--- config.mk ---
export PLATFORM = sky130hd
export DESIGN_NAME = mc_maindec
export DESIGN_NICKNAME = d
export VERILOG_FILES = /design/src/rtl/mc_pkg.sv /design/src/rtl/mc_beatctr.sv /design/src/rtl/mc_maindec.sv
export SDC_FILE = /design/constraint.sdc
export NUM_CORES = 1
export LEC_CHECK = 0
export ABC_AREA = 1
export BUFFER_PORTS_ARGS = -buffer_cell sky130_fd_sc_hd__buf_2
export CELL_PAD_IN_SITES_DETAIL_PLACEMENT = 2
export CELL_PAD_IN_SITES_GLOBAL_PLACEMENT = 2
export CORE_MARGIN = 2
export CORE_UTILIZATION = 23
export CTS_BUF_LIST = sky130_fd_sc_hd__clkbuf_16
export CTS_CLUSTER_DIAMETER = 100
export DETAILED_ROUTE_END_ITERATION = 10
export GPL_TIMING_DRIVEN = 0
export PLACE_DENSITY = 0.84
export SLEW_MARGIN = 20
export SYNTH_ARGS = -nofsm -noshare
export SYNTH_HDL_FRONTEND = slang
export SYNTH_HIERARCHICAL = 1
export SYNTH_SLANG_ARGS = --single-unit
--- constraint.sdc ---
create_clock -name clk -period 2.1 [get_ports clk]
set_input_delay 0.42 -clock clk [delete_from_list [all_inputs] [get_ports clk]]
set_output_delay 0.42 -clock clk [all_outputs]
set_load 0.1 [all_outputs]
--- src/rtl/mc_pkg.sv ---
// mc_pkg: shared definitions for the multicycle main decoder.
// Holds the opcode constants, the controller state enum, the memwrite
// access-size encodings and small opcode classification helpers.
`timescale 1ns/1ps
package mc_pkg;

  localparam logic [5:0] OpRtype = 6'b000000;
  localparam logic [5:0] OpJ     = 6'b000010;
  localparam logic [5:0] OpBeq   = 6'b000100;
  localparam logic [5:0] OpBne   = 6'b000101;
  localparam logic [5:0] OpAddi  = 6'b001000;
  localparam logic [5:0] OpSlti  = 6'b001010;
  localparam logic [5:0] OpAndi  = 6'b001100;
  localparam logic [5:0] OpOri   = 6'b001101;
  localparam logic [5:0] OpDaddi = 6'b011000;
  localparam logic [5:0] OpLb    = 6'b100000;
  localparam logic [5:0] OpLw    = 6'b100011;
  localparam logic [5:0] OpLbu   = 6'b100100;
  localparam logic [5:0] OpSb    = 6'b101000;
  localparam logic [5:0] OpSw    = 6'b101011;
  localparam logic [5:0] OpLd    = 6'b110111;
  localparam logic [5:0] OpSd    = 6'b111111;

  typedef enum logic [3:0] {
    StFetch,
    StDecode,
    StMemAdr,
    StMemRd,
    StMemWb,
    StMemWr,
    StExec,
    StAluWb,
    StImmExec,
    StBranch,
    StJump,
    StTrap
  } state_e;

  // Doubles as the memwrite output code.
  typedef enum logic [1:0] {
    MwNone  = 2'b00,
    MwWord  = 2'b01,
    MwByte  = 2'b10,
    MwDword = 2'b11
  } mem_size_e;

  function automatic mem_size_e op_size(input logic [5:0] opc);
    case (opc)
      OpLb, OpLbu, OpSb: return MwByte;
      OpLd, OpSd:        return MwDword;
      default:           return MwWord;
    endcase
  endfunction

  function automatic logic op_is_store(input logic [5:0] opc);
    return (opc == OpSw) || (opc == OpSb) || (opc == OpSd);
  endfunction

endpackage

--- src/rtl/mc_beatctr.sv ---
// mc_beatctr: memory beat counter with terminal-count compare.
// Ports: clk_i, rst_ni (async active-low), adv_i (beat accepted),
//        clr_i (state exit, wins over adv_i), last_idx_i (final beat index
//        of the active access), beat_o (current index), last_o (beat_o is final).
`timescale 1ns/1ps
module mc_beatctr #(
  parameter int unsigned Width = 1
) (
  input  logic             clk_i,
  input  logic             rst_ni,
  input  logic             adv_i,
  input  logic             clr_i,
  input  logic [Width-1:0] last_idx_i,
  output logic [Width-1:0] beat_o,
  output logic             last_o
);

  logic [Width-1:0] beat_q, beat_d;

  always_comb begin
    beat_d = beat_q;
    if (clr_i) begin
      beat_d = '0;
    end else if (adv_i) begin
      beat_d = beat_q + Width'(1);
    end
  end

  always_ff @(posedge clk_i or negedge rst_ni) begin
    if (!rst_ni) begin
      beat_q <= '0;
    end else begin
      beat_q <= beat_d;
    end
  end

  assign beat_o = beat_q;
  assign last_o = (beat_q == last_idx_i);

endmodule

--- src/rtl/mc_maindec.sv ---
// mc_maindec: multicycle main decoder / controller for a MIPS-like core with
// a narrow memory bus. Instruction fetch and data accesses are split into
// BUS_W-wide beats; mem_ready low stalls the current beat indefinitely.
// Ports: clk, reset (async active-low), op (IR opcode), mem_ready (beat
//        accepted); outputs mem_req, beat, irwrite, pcwrite, iord, regwrite,
//        memtoreg, regdst, bne, branch, jump, memwrite, alusrc, aluop, illegal.
// Build option: define MC_MAINDEC_DWORD_EN to decode LD/SD/DADDI (needs
//        XLEN=64); otherwise those opcodes trap like any undecoded opcode.
`timescale 1ns/1ps
module mc_maindec
  import mc_pkg::*;
#(
  parameter int unsigned BUS_W = 32,
  parameter int unsigned XLEN  = 32
) (
  input  logic                         clk,
  input  logic                         reset,
  input  logic [5:0]                   op,
  input  logic                         mem_ready,
  output logic                         mem_req,
  output logic [$clog2(64/BUS_W)-1:0]  beat,
  output logic                         irwrite,
  output logic                         pcwrite,
  output logic                         iord,
  output logic                         regwrite,
  output logic                         memtoreg,
  output logic                         regdst,
  output logic                         bne,
  output logic                         branch,
  output logic                         jump,
  output logic [1:0]                   memwrite,
  output logic [1:0]                   alusrc,
  output logic [2:0]                   aluop,
  output logic                         illegal
);

  localparam int unsigned BeatW     = $clog2(64 / BUS_W);
  localparam int unsigned ByteBeats = (8 / BUS_W > 1) ? 8 / BUS_W : 1;
  localparam logic [BeatW-1:0] ByteLast  = BeatW'(ByteBeats - 1);
  localparam logic [BeatW-1:0] WordLast  = BeatW'(32 / BUS_W - 1);
  localparam logic [BeatW-1:0] DwordLast = BeatW'(64 / BUS_W - 1);

`ifdef MC_MAINDEC_DWORD_EN
  localparam bit DwordEn = (XLEN == 64);
`else
  // Doubleword ops always trap; XLEN only matters once they are enabled.
  localparam bit DwordEn = 1'b0 && (XLEN == 64);
`endif

  state_e           state_q, state_d;
  logic [BeatW-1:0] last_idx;
  logic             beat_last;
  logic             done;

  // Reset gates the request so no beat can be accepted while held in reset.
  assign mem_req = reset &&
                   ((state_q == StFetch) || (state_q == StMemRd) || (state_q == StMemWr));
  assign done    = mem_req && mem_ready && beat_last;

  always_comb begin
    last_idx = '0;
    case (state_q)
      StFetch: last_idx = WordLast;
      StMemRd, StMemWr: begin
        case (op_size(op))
          MwByte:  last_idx = ByteLast;
          MwDword: last_idx = DwordLast;
          default: last_idx = WordLast;
        endcase
      end
      default: last_idx = '0;
    endcase
  end

  mc_beatctr #(
    .Width(BeatW)
  ) u_beatctr (
    .clk_i      (clk),
    .rst_ni     (reset),
    .adv_i      (mem_req && mem_ready),
    .clr_i      (state_d != state_q),
    .last_idx_i (last_idx),
    .beat_o     (beat),
    .last_o     (beat_last)
  );

  always_ff @(posedge clk or negedge reset) begin
    if (!reset) begin
      state_q <= StFetch;
    end else begin
      state_q <= state_d;
    end
  end

  always_comb begin
    state_d = state_q;
    case (state_q)
      StFetch: if (done) state_d = StDecode;
      StDecode: begin
        case (op)
          OpLw, OpLb, OpLbu, OpSw, OpSb:    state_d = StMemAdr;
          OpLd, OpSd:                       state_d = DwordEn ? StMemAdr : StTrap;
          OpRtype:                          state_d = StExec;
          OpAddi, OpAndi, OpOri, OpSlti:    state_d = StImmExec;
          OpDaddi:                          state_d = DwordEn ? StImmExec : StTrap;
          OpBeq, OpBne:                     state_d = StBranch;
          OpJ:                              state_d = StJump;
          default:                          state_d = StTrap;
        endcase
      end
      StMemAdr: state_d = op_is_store(op) ? StMemWr : StMemRd;
      StMemRd:  if (done) state_d = StMemWb;
      StMemWr:  if (done) state_d = StFetch;
      StExec, StImmExec: state_d = StAluWb;  // immediate ops share the ALU writeback
      default:  state_d = StFetch;
    endcase
  end

  always_comb begin
    irwrite  = 1'b0;
    pcwrite  = 1'b0;
    iord     = 1'b0;
    regwrite = 1'b0;
    memtoreg = 1'b0;
    regdst   = 1'b0;
    bne      = 1'b0;
    branch   = 1'b0;
    jump     = 1'b0;
    memwrite = MwNone;
    alusrc   = 2'b00;
    aluop    = 3'b000;
    illegal  = 1'b0;
    case (state_q)
      StFetch: begin
        irwrite = done;
        pcwrite = done;
      end
      StMemAdr: alusrc = 2'b01;
      StMemRd:  iord = 1'b1;
      StMemWr: begin
        iord     = 1'b1;
        memwrite = op_size(op);
      end
      StMemWb: begin
        regwrite = 1'b1;
        memtoreg = 1'b1;
      end
      StExec: aluop = 3'b111;
      StAluWb: begin
        regwrite = 1'b1;
        regdst   = (op == OpRtype);
      end
      StImmExec: begin
        alusrc = ((op == OpAddi) || (op == OpDaddi)) ? 2'b01 : 2'b10;
        case (op)
          OpAndi:  aluop = 3'b001;
          OpOri:   aluop = 3'b010;
          OpSlti:  aluop = 3'b011;
          default: aluop = 3'b000;
        endcase
      end
      StBranch: begin
        branch = 1'b1;
        bne    = (op == OpBne);
      end
      StJump: begin
        jump    = 1'b1;
        pcwrite = 1'b1;
      end
      StTrap:  illegal = 1'b1;
      default: ;
    endcase
  end

endmodule

# Word-level counts from Yosys, hierarchy flattened
# Memory sizes are Yosys's and may differ from the RTL's.
# Cells that the tools add are included.
# W data, S select, Z words.
dict set report op_classes {
  n_addsub 1
  n_mul 0
  div 0
  order_cmp 0
  eq_ne 26
  shifts 0
  muxes 26
  n_bitwise 0
  reduce_logical 16
}
# cell count
set op_table {}
lappend op_table {{$eq A6 B6 Y1 const B} 6}
lappend op_table {{$eq A6 B4 Y1 const B} 4}
lappend op_table {{$pmux W4 S6} 1}
lappend op_table {{$eq A4 B3 Y1 const B} 4}
lappend op_table {{$eq A4 B4 Y1 const B} 4}
lappend op_table {{$mux W1} 13}
lappend op_table {{$mux W4} 3}
lappend op_table {{$eq A4 B2 Y1 const B} 2}
lappend op_table {{$pmux W2 S2} 2}
lappend op_table {{$reduce_or A2 Y1} 4}
lappend op_table {{$eq A6 B3 Y1 const B} 1}
lappend op_table {{$eq A6 B5 Y1 const B} 1}
lappend op_table {{$logic_not A6 Y1} 1}
lappend op_table {{$mux W2} 3}
lappend op_table {{$pmux W2 S3} 1}
lappend op_table {{$pmux W3 S2} 1}
lappend op_table {{$logic_or A1 B1 Y1} 5}
lappend op_table {{$eq A4 B1 Y1 const B} 1}
lappend op_table {{$logic_not A4 Y1} 1}
lappend op_table {{$ne A4 B4 Y1} 1}
lappend op_table {{$logic_and A1 B1 Y1} 3}
lappend op_table {{$mux W3} 1}
lappend op_table {{$reduce_or A3 Y1} 1}
lappend op_table {{$eq A2 B2 Y1 const B} 1}
lappend op_table {{other kinds (4)} 4}
dict set report word_totals {
  reg_bits 5
  latchBits 0
  ramBits 0
  romBits 256
  inputBits 9
  out_inout_bits 19
  wordCells 72
  mem_count 1
}
# memory words word_bits read_ports rd_ports_with_merged_regs wr line_no
set memory_table {}
lappend memory_table {{(no name shown)} 64 4 1 0 0 mc_maindec.sv:100} ;# case (op)

# Depth between registers and ports, before layout
dict set report logic_depth {
  ltp_word 13
  depth_mapped 18
  ltp_nobuf 18
}

# Cells and area by module
# The synthesis kept the hierarchy.
# mod n_inst cells_per_inst area_each_um2 seq_area_each_um2
set by_module_without_submodules {}
lappend by_module_without_submodules {mc_maindec 1 147 765.7 100.1}
lappend by_module_without_submodules {mc_beatctr 1 7 52.6 25.0}

# Worst setup path after synthesis
# No wires, ideal clock.
dict set report synth_path {
  kind {in2out}
  from {input port op[2]}
  to {output port bne}
  arrival_time_ns 3.547
  required_ns 1.680
  setup_slack_ns -1.867
  stages 3
  n_path_buf 1
  path_cell_list {buf_6 nand2_1 nor4_1}
}
dict set report synth_via {
  elab_chain_len 2
}
# element line_no
set synth_rtl {}
lappend synth_rtl {{start: declaration} mc_maindec.sv:18} ;# input logic [5:0] op,
lappend synth_rtl {{$eq A6 B3 Y1} mc_maindec.sv:164} ;# bne = (op == OpBne);
lappend synth_rtl {{$mux W1} mc_maindec.sv:133} ;# case (state_q)
lappend synth_rtl {{end: declaration} mc_maindec.sv:28} ;# output logic bne,
# Every way passes these cells.

# Final worst setup path
dict set report layout_path {
  from {register state_q[0]}
  to {register u_beatctr.beat_q (netlist: u_beatctr/beat_o)}
}
dict set report layout_via {
  elab_cells_between_ends 23
  classes_between {8 x eq/ne; 6 x mux; 9 x reduce/logical}
}
# element line_no
set layout_lines {}
lappend layout_lines {{start: declaration} mc_maindec.sv:50} ;# state_e state_q, state_d;
lappend layout_lines {{start signal: assignment} mc_maindec.sv:89} ;# state_q <= StFetch;
lappend layout_lines {{start signal: assignment} mc_maindec.sv:91} ;# state_q <= state_d;
lappend layout_lines {{$eq A4 B2 Y1 or $eq A4 B3 Y1 (tied branches)} mc_maindec.sv:62} ;# case (state_q)
lappend layout_lines {{$reduce_or A2 Y1 (no line) (*)} --}
lappend layout_lines {{$mux W1 (*)} mc_maindec.sv:62}
lappend layout_lines {{named net last_idx} mc_maindec.sv:51} ;# logic [BeatW-1:0] last_idx;
lappend layout_lines {{$eq A1 B1 Y1 (*)} mc_beatctr.sv:38} ;# assign last_o = (beat_q == last_idx_i);
lappend layout_lines {{named net beat_last} mc_maindec.sv:52} ;# logic beat_last;
lappend layout_lines {{$logic_and A1 B1 Y1 (*)} mc_maindec.sv:58} ;# assign done = mem_req && mem_ready && beat_last;
lappend layout_lines {{$mux W4, on equally long branches} {mc_maindec.sv:113, mc_maindec.sv:98, mc_maindec.sv:112}}
lappend layout_lines {{$pmux W4 S6 (*)} mc_maindec.sv:97} ;# case (state_q)
lappend layout_lines {{named net state_d[0]} mc_maindec.sv:50}
lappend layout_lines {{$ne A4 B4 Y1 (*)} mc_maindec.sv:81} ;# .clr_i (state_d != state_q),
lappend layout_lines {{$mux W1 or $reduce_bool A2 Y1 (tied branches)} --}
lappend layout_lines {{end signal: assignment} mc_beatctr.sv:33} ;# beat_q <= beat_d;
lappend layout_lines {{end: declaration} mc_beatctr.sv:18} ;# logic [Width-1:0] beat_q, beat_d;
# Mark *: on every way through the listed nets, which the timed path passes. The rest lies on a longest branch.
# A chain may end at the register's enable or synchronous reset.

==> impl_metrics.yaml <==
status:
  status: "complete, but fails checks"
  violations: "negative setup slack"
clocking:
  cts_buffers: 3
  clock-root-buffer: "clkbuf_16"
  htreeDepth: 1
  clk_latency_ns: 0.24
  cts_max_path_buffers: 2
  cts.sinks: 5
  clkTransAtPathRegs_ns: 0.04
  ctsHoldBuffers: 0
  cts_tree: "done"
sta:
  setup_viol: 5
  tightestPinTransition_ns: 0.487
  fmax_mhz: 407
  skew_ns: 0.00157
  slew_headroom: 0.677
  fin_crit_ns: 2.45
  finalMaxSlewViolations: 0
  grt_setup_unrepaired: "true"
  worst_slack_ns: -0.354
  tns_ns: -0.928
  min_period_over_period: 1.17
  timing.final.hold_violations: 0
logic_synthesis:
  yosys_warnings: 6
  synthTopCellsByArea: "nand2_1, dfrtp_1, inv_1"
  yosysSeqAreaShare: 0.153
  synth_common_cells: "nand2_1, inv_1, nor2_1, nand3_1"
  synth_nets: 167
  synth_cell_types: 23
  syn_avg_cell_area_um2: 5.31
  async_flop_share: 1.00
  syn-instance-count: 154
  synth_most_common_cell: "nand2_1"
  syn-cell-area_um2: 818
  synth-main-ff-cell: "dfrtp_1"
  yosys.area.top_type: "nand2_1"
  synth_top_area_frac: 0.197
  synth_edf_count: 0
  ys_seq_elements: 5
placed_design:
  place_ws_ns: -0.604
  placedCellCount: 226
  gp_congestion: 0.814
  post_dp_cell_area_um2: 1170
  dpl.hpwl_mm: 2.82
  portBuffers: 26
global_routing:
  grt_pass1_wl_mm: 7.52
  globalRouteOverflowTotal: 0
  antenna_found_initial: 0
  grt_max_degree: 11
  grt_util_all_layers: 0.246
  grt_pass1_vias: 1396
worst_setup_path:
  crit_chain: "inv_2 -> nor2_4 -> nand2_4 -> nand2_8 -> inv_4 -> nor2_4 -> xnor2_2 -> nand4_1 -> buf_6 -> clkinvlp_4 -> buf_6 -> nor2_4 -> nand2_2 -> nand2_2 -> nand2_1 -> nor2_1 -> nand2_1 -> inv_2 -> nand2_1 -> nor2_1"
  crit_family: "simple AND/OR/NAND/NOR gates"
  cp_num_buf_inv: 6
  critPathKind: "reg -> reg"
  crit_slowest_cell: "dfrtp_2"
  max_stage_delay_ns: 0.43
  crit_fanout: 3
  end_kind: "flop"
  worstSetupStartpointType: "flop"
  critPathArrivalTime_ns: 2.61
  worstPathRequired_ns: 2.26
cells_and_area:
  area_growth_pct: 103
  antenna_cells: 0
  final-instance-count-excl-fill: 252
  final_cell_area_um2: 1660
  fin_util: 0.491
  drive_gt1_frac: 0.500
  final_nets: 220
detailed_routing:
  antenna_left: 0
  drc: 0
  drtIter0Drc: 67
  avgViaCountPerCell: 4.95
  routed_wl_mm: 5.78
  drt_first_pass_iters: 4
  vias: 1247
  detail_route.wl_per_cell_um: 22.9
power:
  p_leak_nw: 0.853
  p_per_area_nw_per_um2: 1840
  vdd_drop_max_uv: 913
floorplanning:
  coreArea_um2: 3390
  die_x_um: 63.6
  start_util: 0.241
  dieArea_um2: 4050
  io_pins: 28
  rows: 21
  die_y_um: 63.6
run:
  max_cap_violations: 0
min_path:
  hp-class: "in -> async"
-- routing by layer --
layer  track usage  vias up  part of all wire  routed length [um]
met5             0        -                 0                   0
met4        0.0516        0             0.040                 233
met3        0.0625       17             0.035                 204
met2         0.488       47              0.55                3160
met1         0.255      610              0.38                2180
li1              -      573                 -                   -
-- cells by family (layout without fill, tap and decap cells) --
| logic type | count (synthesis) | in the layout | synth area share |
|---|---|---|---|
| XOR/XNOR | 1 | 1 | 0.0107 |
| AO/OA/AOI/OAI | 12 | 12 | 0.0810 |
| flip-flops | 5 | 5 | 0.153 |
| buffers and inverters | 34 | 86 | 0.165 |
| AND/OR/NAND/NOR | 98 | 98 | 0.529 |
| adder cells (fa/ha/maj) | 4 | 4 | 0.0612 |
-- power by group --
| part | internal, mW | switching, mW |
|---|---|---|
| registers | 0.149 | 0.0911 |
| logic | 0.805 | 1.69 |
| clock network | 0.249 | 0.0829 |
| total | 1.20 | 1.86 |
-- cell type report --
cell class,count,area (um^2)
multi-input cells,115,793
plain buffers,1,11.3
inverters,33,133
clock buffers,3,75.1
fillers,379,1730
well taps,46,57.6
clock inverters,1,3.75
repair buffers,48,459
flip-flops and latches,5,131
-- flip-flops by register name, summed over array words and instances (netlist names) --
| register | cells |
|---|---|
| state_q | 4 |
| u_beatctr/beat_o | 1 |
-- what timing repair did --
item	CTS	global route
resized for setup	44	23
setup endpoints to repair	12	17
setup buffers	14	8
pin swaps	8	11
-- through the flow --
stage	hold WS [ns]	power [mW]
2_1_floorplan	0.124	1.58
3_3_place_gp	0.273	1.81
3_5_place_dp	0.278	1.88
4_1_cts	0.0358	2.57
5_1_grt	0.0616	3.21
6_report	0.0478	3.06
-- layout by cell type, fill, tap and decap left out, types with 4 or more instances in the layout --
cell type / count
buf_2: 9
nor2_4: 9
buf_4: 24
nand2_2: 4
buf_12: 6
buf_6: 6
dfrtp_2: 5
nand2_4: 4
o21ai_4: 4
inv_1: 28
nand2_1: 36
nor2_1: 20
nor2_2: 6
nand3_1: 7
-- final timing paths --
path | startpoint | endpoint | slack, ns | depth (start not counted)
worst min-delay path | reset | state_q[2]$_DFF_PN0_ | 0.05 | 1
worst max-delay path | state_q[0]$_DFF_PN0_ | u_beatctr/beat_o$_DFFE_PN0P_ | -0.35 | 20
min in group clk | u_beatctr/beat_o$_DFFE_PN0P_ | u_beatctr/beat_o$_DFFE_PN0P_ | 0.60 | 2
worst min register to register | u_beatctr/beat_o$_DFFE_PN0P_ | u_beatctr/beat_o$_DFFE_PN0P_ | 0.60 | 2
worst max register to register | state_q[0]$_DFF_PN0_ | u_beatctr/beat_o$_DFFE_PN0P_ | -0.35 | 20
max in group asynchronous | reset | state_q[1]$_DFF_PN0_ | 1.83 | 1
(Power assumes the default switching activity.)
